$ cat config.mk
export PLATFORM = sky130hd
export DESIGN_NAME = bcd_convert_arbiter
export DESIGN_NICKNAME = d
export VERILOG_FILES = /design/src/rtl/bcd_pkg.sv /design/src/rtl/bcd_dabble_core.sv /design/src/rtl/bcd_convert_arbiter.sv
export SDC_FILE = /design/constraint.sdc
export NUM_CORES = 1
export LEC_CHECK = 0
export CELL_PAD_IN_SITES_DETAIL_PLACEMENT = 0
export CELL_PAD_IN_SITES_GLOBAL_PLACEMENT = 1
export CORE_UTILIZATION = 42
export CTS_BUF_LIST = sky130_fd_sc_hd__clkbuf_8
export DETAILED_ROUTE_END_ITERATION = 7
export PLACE_DENSITY = 0.89
export SYNTH_ARGS = -nofsm -noshare
export SYNTH_HDL_FRONTEND = slang
export SYNTH_SLANG_ARGS = --single-unit
$ cat constraint.sdc
create_clock -name i_Clk -period 2.1 [get_ports i_Clk]
set_clock_uncertainty 0.1 [all_clocks]
set_input_delay 0.315 -clock i_Clk [delete_from_list [all_inputs] [get_ports i_Clk]]
set_output_delay 0.315 -clock i_Clk [all_outputs]
set_load 0.02 [all_outputs]
$ cat src/rtl/bcd_pkg.sv
// Shared types and helpers for the arbitrated binary-to-BCD converter.
package bcd_pkg;

   typedef enum logic [1:0] {IDLE, SHIFT, DONE} state_t;

   localparam logic [3:0] BCD_NINE = 4'h9;

   // Decimal digits needed to hold the largest bin_width-bit value.
   function automatic int nibble_count(input int bin_width);
      longint v;
      int     n;
      v = (longint'(1) << bin_width) - 1;
      n = 1;
      for (int i = 0; i < 20; i++) begin
         if (v >= 10) begin
            v = v / 10;
            n++;
         end
      end
      return n;
   endfunction

endpackage

$ cat src/rtl/bcd_dabble_core.sv
// Serial double-dabble engine: load, BIN_WIDTH add-3/shift cycles, one-cycle done pulse.
module bcd_dabble_core #(
   parameter int BIN_WIDTH = 7,
   parameter int NIB       = 3
) (
   input  logic                 i_Clk,
   input  logic                 i_Rst_L,
   input  logic                 load,
   input  logic [BIN_WIDTH-1:0] bin,
   output logic                 o_Last,
   output logic                 o_Done,
   output logic [4*NIB-1:0]     o_Result
);

   localparam int CW = $clog2(BIN_WIDTH + 1);

   logic [CW-1:0]        count;
   logic [BIN_WIDTH-1:0] shreg;
   logic [4*NIB-1:0]     acc;
   logic [4*NIB-1:0]     adj;

   always_comb begin
      adj = acc;
      for (int i = 0; i < NIB; i++) begin
         if (acc[4*i +: 4] >= 4'd5) adj[4*i +: 4] = acc[4*i +: 4] + 4'd3;
      end
   end

   always_ff @(posedge i_Clk or negedge i_Rst_L) begin
      if (!i_Rst_L) begin
         count  <= '0;
         o_Done <= 1'b0;
      end else begin
         o_Done <= (count == CW'(1));
         if (load)              count <= CW'(BIN_WIDTH);
         else if (count != '0) count <= count - CW'(1);
      end
   end

   // Datapath registers carry no reset; count gates every use of them.
   always_ff @(posedge i_Clk) begin
      if (load) begin
         shreg <= bin;
         acc   <= '0;
      end else if (count != '0) begin
         {acc, shreg} <= {adj, shreg} << 1;
      end
   end

   assign o_Last   = (count == CW'(1));
   assign o_Result = acc;

endmodule

$ cat src/rtl/bcd_convert_arbiter.sv
// Round-robin arbiter sharing one serial BCD engine between two four-phase requesters.
module bcd_convert_arbiter
   import bcd_pkg::*;
#(
   parameter int BIN_WIDTH = 7,
   parameter int DIGITS    = 2
) (
   input  logic                  i_Clk,
   input  logic                  i_Rst_L,
   input  logic                  i_Req_0,
   input  logic [BIN_WIDTH-1:0]  i_Binary_0,
   output logic                  o_Ack_0,
   output logic [4*DIGITS-1:0]   o_BCD_0,
   output logic                  o_Ovf_0,
   input  logic                  i_Req_1,
   input  logic [BIN_WIDTH-1:0]  i_Binary_1,
   output logic                  o_Ack_1,
   output logic [4*DIGITS-1:0]   o_BCD_1,
   output logic                  o_Ovf_1,
   output logic                  o_Busy
);

   localparam int NEED = nibble_count(BIN_WIDTH);
   localparam int NIB  = (NEED > DIGITS + 1) ? NEED : DIGITS + 1;
   localparam int OW   = 4 * DIGITS;

   state_t               state, state_nxt;
   logic                 gnt, gnt_nxt, last_g;
   logic                 armed_0, armed_1, elig_0, elig_1;
   logic                 load, commit, core_last, core_done;
   logic [BIN_WIDTH-1:0] load_bin;
   logic [4*NIB-1:0]     raw;
   logic [OW:0]          sat;

   // Returns {ovf, bcd}; any digit beyond DIGITS forces all nines.
   function automatic logic [OW:0] saturate(input logic [4*NIB-1:0] r);
      logic [OW:0] s;
      s = '0;
      if (|r[4*NIB-1:OW]) begin
         s[OW] = 1'b1;
         for (int i = 0; i < DIGITS; i++) s[4*i +: 4] = BCD_NINE;
      end else begin
         s = {1'b0, r[OW-1:0]};
      end
      return s;
   endfunction

   assign elig_0 = i_Req_0 & armed_0;
   assign elig_1 = i_Req_1 & armed_1;

   always_comb begin
      state_nxt = state;
      gnt_nxt   = gnt;
      load      = 1'b0;
      case (state)
         IDLE: begin
            if (elig_0 || elig_1) begin
               load      = 1'b1;
               state_nxt = SHIFT;
               gnt_nxt   = (elig_0 && elig_1) ? ~last_g : elig_1;
            end
         end
         SHIFT:   if (core_last) state_nxt = DONE;
         DONE:    state_nxt = IDLE;
         default: state_nxt = IDLE;
      endcase
   end

   assign load_bin = gnt_nxt ? i_Binary_1 : i_Binary_0;
   assign commit   = (state == DONE) && core_done;
   assign sat      = saturate(raw);
   assign o_Busy   = (state != IDLE);

   bcd_dabble_core #(.BIN_WIDTH(BIN_WIDTH), .NIB(NIB)) u_core (
      .i_Clk    (i_Clk),
      .i_Rst_L  (i_Rst_L),
      .load     (load),
      .bin      (load_bin),
      .o_Last   (core_last),
      .o_Done   (core_done),
      .o_Result (raw)
   );

   // last_g resets to 1 so the first contested grant goes to requester 0.
   always_ff @(posedge i_Clk or negedge i_Rst_L) begin
      if (!i_Rst_L) begin
         state   <= IDLE;
         gnt     <= 1'b0;
         last_g  <= 1'b1;
         armed_0 <= 1'b1;
         armed_1 <= 1'b1;
         o_Ack_0 <= 1'b0;
         o_Ack_1 <= 1'b0;
      end else begin
         state   <= state_nxt;
         gnt     <= gnt_nxt;
         o_Ack_0 <= commit & ~gnt;
         o_Ack_1 <= commit & gnt;
         if (commit) last_g <= gnt;
         if (!i_Req_0)              armed_0 <= 1'b1;
         else if (commit && !gnt)   armed_0 <= 1'b0;
         if (!i_Req_1)              armed_1 <= 1'b1;
         else if (commit && gnt)    armed_1 <= 1'b0;
      end
   end

   always_ff @(posedge i_Clk or negedge i_Rst_L) begin
      if (!i_Rst_L) begin
         {o_Ovf_0, o_BCD_0} <= '0;
         {o_Ovf_1, o_BCD_1} <= '0;
      end else if (commit) begin
         if (gnt) {o_Ovf_1, o_BCD_1} <= sat;
         else     {o_Ovf_0, o_BCD_0} <= sat;
      end
   end

endmodule

# After elaboration in Yosys (flattened, before gate mapping)
# Cells that the tools add are included.
# classes
n_addsub,4
order_cmp,3
eq_ne,7
n_mux,21
bitwise_logic,6
n_reduce_logical,14
# ops
cell,n
$mux W7,3
$ge A4 B3 Y1 const B,3
$mux W1,9
$mux W3,3
$mux W9,1
$add A4 B2 Y4 const B,2
$mux W4,2
$reduce_and A2 Y1,3
$and A1 B1 Y1,4
$logic_and A1 B1 Y1,4
$mux W2,2
$ne A2 B1 Y1 const B,2
$ne A2 B2 Y1 const B,2
$pmux W2 S2,1
$reduce_bool A2 Y1,2
$reduce_or A4 Y1,1
$add A3 B2 Y3 const B,1
$eq A3 B1 Y1 const B,1
$reduce_bool A3 Y1,1
$sub A3 B1 Y3 const B,1
$eq A2 B1 Y1 const B,1
$eq A2 B2 Y1 const B,1
$logic_not A2 Y1,1
$not A1 Y1,2
2 further kinds,2
# totals
reg_bits,49
input_bits,18
out_inout_bits,21
elab_cells,70

# Depth between registers and ports, before layout
# logic_depth
word_depth,7
depth_mapped,7

# Hierarchy
# Synthesis repeated with hierarchy kept, for this count alone.
# hier_totals
cells_unflattened,269
hier_area_um2,2549.9
# modules_own_cells
module,instances,cells_per_inst,area_each_um2,seq_area_each_um2
bcd_dabble_core,1,131,1301.2,550.5
bcd_convert_arbiter,1,138,1248.7,654.4

# Least setup slack after synthesis
# No wires, ideal clock.
# synth_timing
kind,flip-flop to flip-flop
start,register u_core.count[0]
end,register u_core.shreg[0] (enable)
setup_ps,323
arrival_time_ps,1225
required_time_ps,1677
path_slack_ps,452
stages_incl_launch_ff,7
synth_period_minus_slack_ps,1648
cell_sequence,dfrtp_1 -> inv_1 -> ha_1 -> nor2b_1 -> buf_4 -> buf_4 -> nand2_1
# synth_between
elab_chain_cells,2
# synth_lines
element,line_no,rtl
"start, declared",bcd_dabble_core.sv:17,logic [CW-1:0] count;
"start signal, assigned",bcd_dabble_core.sv:35,if (load) count <= CW'(BIN_WIDTH);
"start signal, assigned",bcd_dabble_core.sv:36,else if (count != '0) count <= count - CW'(1);
$reduce_bool A3 Y1,bcd_dabble_core.sv:45,end else if (count != '0) begin
$reduce_bool A2 Y1 (no source line),-,
"end signal, assigned",bcd_dabble_core.sv:43,shreg <= bin;
"end signal, assigned",bcd_dabble_core.sv:46,"{acc, shreg} <= {adj, shreg} << 1;"
"end, declared",bcd_dabble_core.sv:18,logic [BIN_WIDTH-1:0] shreg;
# Every way passes these cells.
# A chain may end at the register's enable or synchronous reset.

# Worst setup path in the final report
# layout_timing
start,register state[1]
end,output o_Busy
# layout_between
elab_chain_cells,1
# layout_lines
element,line_no,rtl
"start, declared",bcd_convert_arbiter.sv:27,"state_t state, state_nxt;"
"start signal, assigned",bcd_convert_arbiter.sv:95,state <= state_nxt;
$reduce_bool A2 Y1,bcd_convert_arbiter.sv:72,assign o_Busy = (state != IDLE);
"end, declared",bcd_convert_arbiter.sv:20,output logic o_Busy
# Every way passes these cells.

==> qor.csv <==
stage,metric,value,unit
timing,period_needed,1.97,ns
timing,finalSetupViolations,0,
yosys,yosysWarnings,0,
timing,fmax,509,MHz
power,p_leak,1.26,nW
worst_hold_path,hold_path_class,in -> async,
power,peakVddDrop,483,uV
worst_setup_path,worstPathRequired,1.68,ns
power,p_total,3.35,mW
yosys,synth_area,2240,um2
yosys,synth_top_family_by_area,simple AND/OR/NAND/NOR gates,
cts,cts_tree,built,
yosys,synth-xor-area-share,0.392,%
worst_setup_path,r2r_end,u_core.o_Result[1]$_SDFFE_PP0P_,
route,vias,1663,
yosys,synthAdderAreaFrac,5.60,%
timing,slew_violations,0,
yosys,ys_async_sr_fraction,61.2,%
global_route,grt_max_degree,31,
cts,cts-root-buf,clkbuf_8,
floorplanning,die_y,75.0,um
yosys,synthMuxAreaShare,3.58,%
power,power_density,1180,nW/um2
layout,drive_above_1_share,8.09,%
global_route,grt_pass1_vias,1519,
layout,num_antenna_cells,0,
yosys,synth_edf_count,7,
yosys,synth_compound_area_share,14.8,%
timing,maxSlewHeadroom,62.8,%
layout,fin_nets,299,
worst_setup_path,crit_start,state[1]$_DFFE_PN0P_,
layout,fill_cells,477,
global_route,antenna_found_initial,0,
global_route,grt_overflow,0,
worst_setup_path,cp.arrival,1.55,ns
route,first_pass_iters,4,
floorplanning,rows,26,
placement,hpwl,2930,um
floorplanning,dieArea,5620,um2
route,drtIter0Drc,57,
layout,area_delta_synth_final,26.7,%
yosys,syn_avg_cell_area,9.85,um2
worst_setup_path,path_max_fanout,4,
floorplanning,start_util,43.8,%
route,via_per_inst,4.86,
yosys,yosysUniqueCellTypes,37,
worst_setup_path,rr_worst_depth,6,
yosys,synth_fp_nets,255,
yosys,ys_ff_latch,49,
global_route,grt_pass1_wl,6670,um
cts,cts.repair.resized,0,
floorplanning,io_pins,39,
cts,cts_buffer_depth,2,
cts,clkSinkCount,49,
placement,port_buffers,38,
yosys,synthCells,227,
worst_setup_path,end_kind,output port,
route,wl_per_cell,11.5,um
worst_setup_path,reg2reg_from,u_core.count[0]$_DFFE_PN0P_,
cts,hold_buffers,0,
yosys,yosysSeqAreaShare,53.9,%
job,drv_cap,0,
cts,clock_latency,0.30,ns
outcome,status,completed,
floorplanning,die_w,75.0,um
worst_setup_path,cp-endpoint,o_Busy,
global_route,grt_use_total,15.9,%
timing,rsz0062_at_grt,false,
worst_setup_path,critPathLaunchType,flop,
cts,htree_num_levels,2,
worst_setup_path,r2r_slack,0.35,ns
yosys,synth_ff_type,dfrtp_1,
timing,finalSetupTns,0,ns
cts,post-cts-setup-buffers,0,
route,postRouteAntennaNets,0,
route,drc,0,
floorplanning,coreArea,5110,um2
worst_setup_path,path_class,reg -> out,
timing,worst_pin_slew,0.558,ns
timing,fin_crit_sh,93.6,%
yosys,synthSimpleGateAreaFrac,17.7,%
cts,clk_pin_slew,0.09,ns
route,drt_wl_total,3940,um
timing,finalHoldViolations,0,
cts,cts_made_buffers,5,
placement,gp_congestion,0.769,
-- layer usage --
metal	global-route usage, %	vias up	routed length (um)
met2	26.7	42	1820
li1	-	868	-
met5	0	-	0
met4	6.92	0	71
met1	19.5	746	1910
met3	3.61	7	142
-- power breakdown --
group / internal [mW] / switching (mW) / leakage, nW
clock network: 0.383 / 0.298 / 0.0626
registers: 1.25 / 0.190 / 0.546
logic: 0.560 / 0.674 / 0.654
total: 2.19 / 1.16 / 1.26
-- cells in the mapped netlist, drive strengths merged, types with 4 or more instances --
cell type,count,share of area [%]
dfxtp,12,11
o21ai,32,7.2
buf,5,1.5
ha,10,5.6
inv,11,1.8
dfrtp,27,30
mux2i,8,3.6
nor2,14,2.6
nand2b,6,1.7
clkbuf,4,0.67
a2111oi,5,2.4
nor3b,5,1.7
a21oi,11,2.5
edfxtp,7,9.4
nand2,43,7.2
-- sequential cells by signal, summed over array words and instances, names as in the netlist --
signal and count:
gnt 1, o_BCD_1 8, o_Ovf_0 1, last_g 1
state 2, o_Ovf_1 1, o_Ack_1 1, armed_0 1
o_BCD_0 8, u_core.shreg 7, u_core.count 3, armed_1 1
o_Ack_0 1, u_core.o_Done 1, u_core.o_Result 12
-- cell usage in the layout (no fill, tap or decap), types with 2 or more instances in the layout --
cell,count
nor4_1,2
nand2b_1,6
nand3_1,3
inv_1,12
dfrtp_1,27
nor3_1,3
clkbuf_8,6
dfxtp_1,12
and3_1,3
clkdlybuf4s50_1,38
o21ai_1,6
nor3b_1,5
edfxtp_1,7
a21oi_1,11
ha_1,10
a2111oi_1,2
a2111oi_0,2
mux2i_1,8
nor2_2,2
nor2b_1,2
o21ai_0,26
nor2_1,12
nand2_1,43
dfstp_2,3
buf_4,8
-- area by class of cell --
| cell class | count | area (um2) | area share (%) |
|---|---|---|---|
| Sequential cell | 49 | 1200 | 42.5 |
| Multi-Input combinational cell | 158 | 942 | 33.3 |
| Timing Repair Buffer | 46 | 440 | 15.5 |
| Tap cell | 70 | 87.6 | 3.09 |
| Clock buffer | 6 | 82.6 | 2.92 |
| Inverter | 11 | 41.3 | 1.46 |
| Clock inverter | 2 | 33.8 | 1.19 |
-- critical path: stages, from the launching register on --
cell	delay, ns
dfrtp_1	0.42
nor2_2	0.21
inv_1	0.09
clkdlybuf4s50_1	0.54
-- through the flow --
stage                     hold slack (ns)  cell area, um2  util (%)  setup slack (ns)  std cells
after floorplan                   -0.0806            2240         -             0.452        227
after global placement              0.360            2720      53.2             0.156        334
after detailed placement            0.362            2720      53.2             0.109        334
after CTS                           0.314            2830      55.5             0.114        342
after global routing                0.330            2830      55.5            0.0665        342
final                               0.310            2830      55.5             0.134        342
-- cell families (layout without fill, tap and decap cells) --
family / Yosys count / count (layout)
AOI/OAI and AO/OA: 54 / 54
xor gates and xnor gates: 1 / 1
adders and majority gates: 10 / 10
buffers and inverters: 20 / 65
DFF: 49 / 49
muxes: 8 / 8
and+or+nand+nor: 85 / 85
-- worst min-delay path by stage --
stage                     depth (start not counted)                   start                          end  slack, ns
after floorplan                                   0                 i_Rst_L                gnt$_DFF_PN0_      -0.08
after global placement                            2  o_BCD_0[3]$_DFFE_PN0P_       o_BCD_0[3]$_DFFE_PN0P_       0.36
after detailed placement                          2     armed_1$_DFFE_PN1P_          armed_1$_DFFE_PN1P_       0.36
after CTS                                         2                 i_Rst_L  u_core.count[1]$_DFFE_PN0P_       0.31
after global routing                              2                 i_Rst_L  u_core.count[1]$_DFFE_PN0P_       0.33
final                                             2                 i_Rst_L            o_Ack_1$_DFF_PN0_       0.31
No activity file was read; power rests on OpenSTA's default activity.
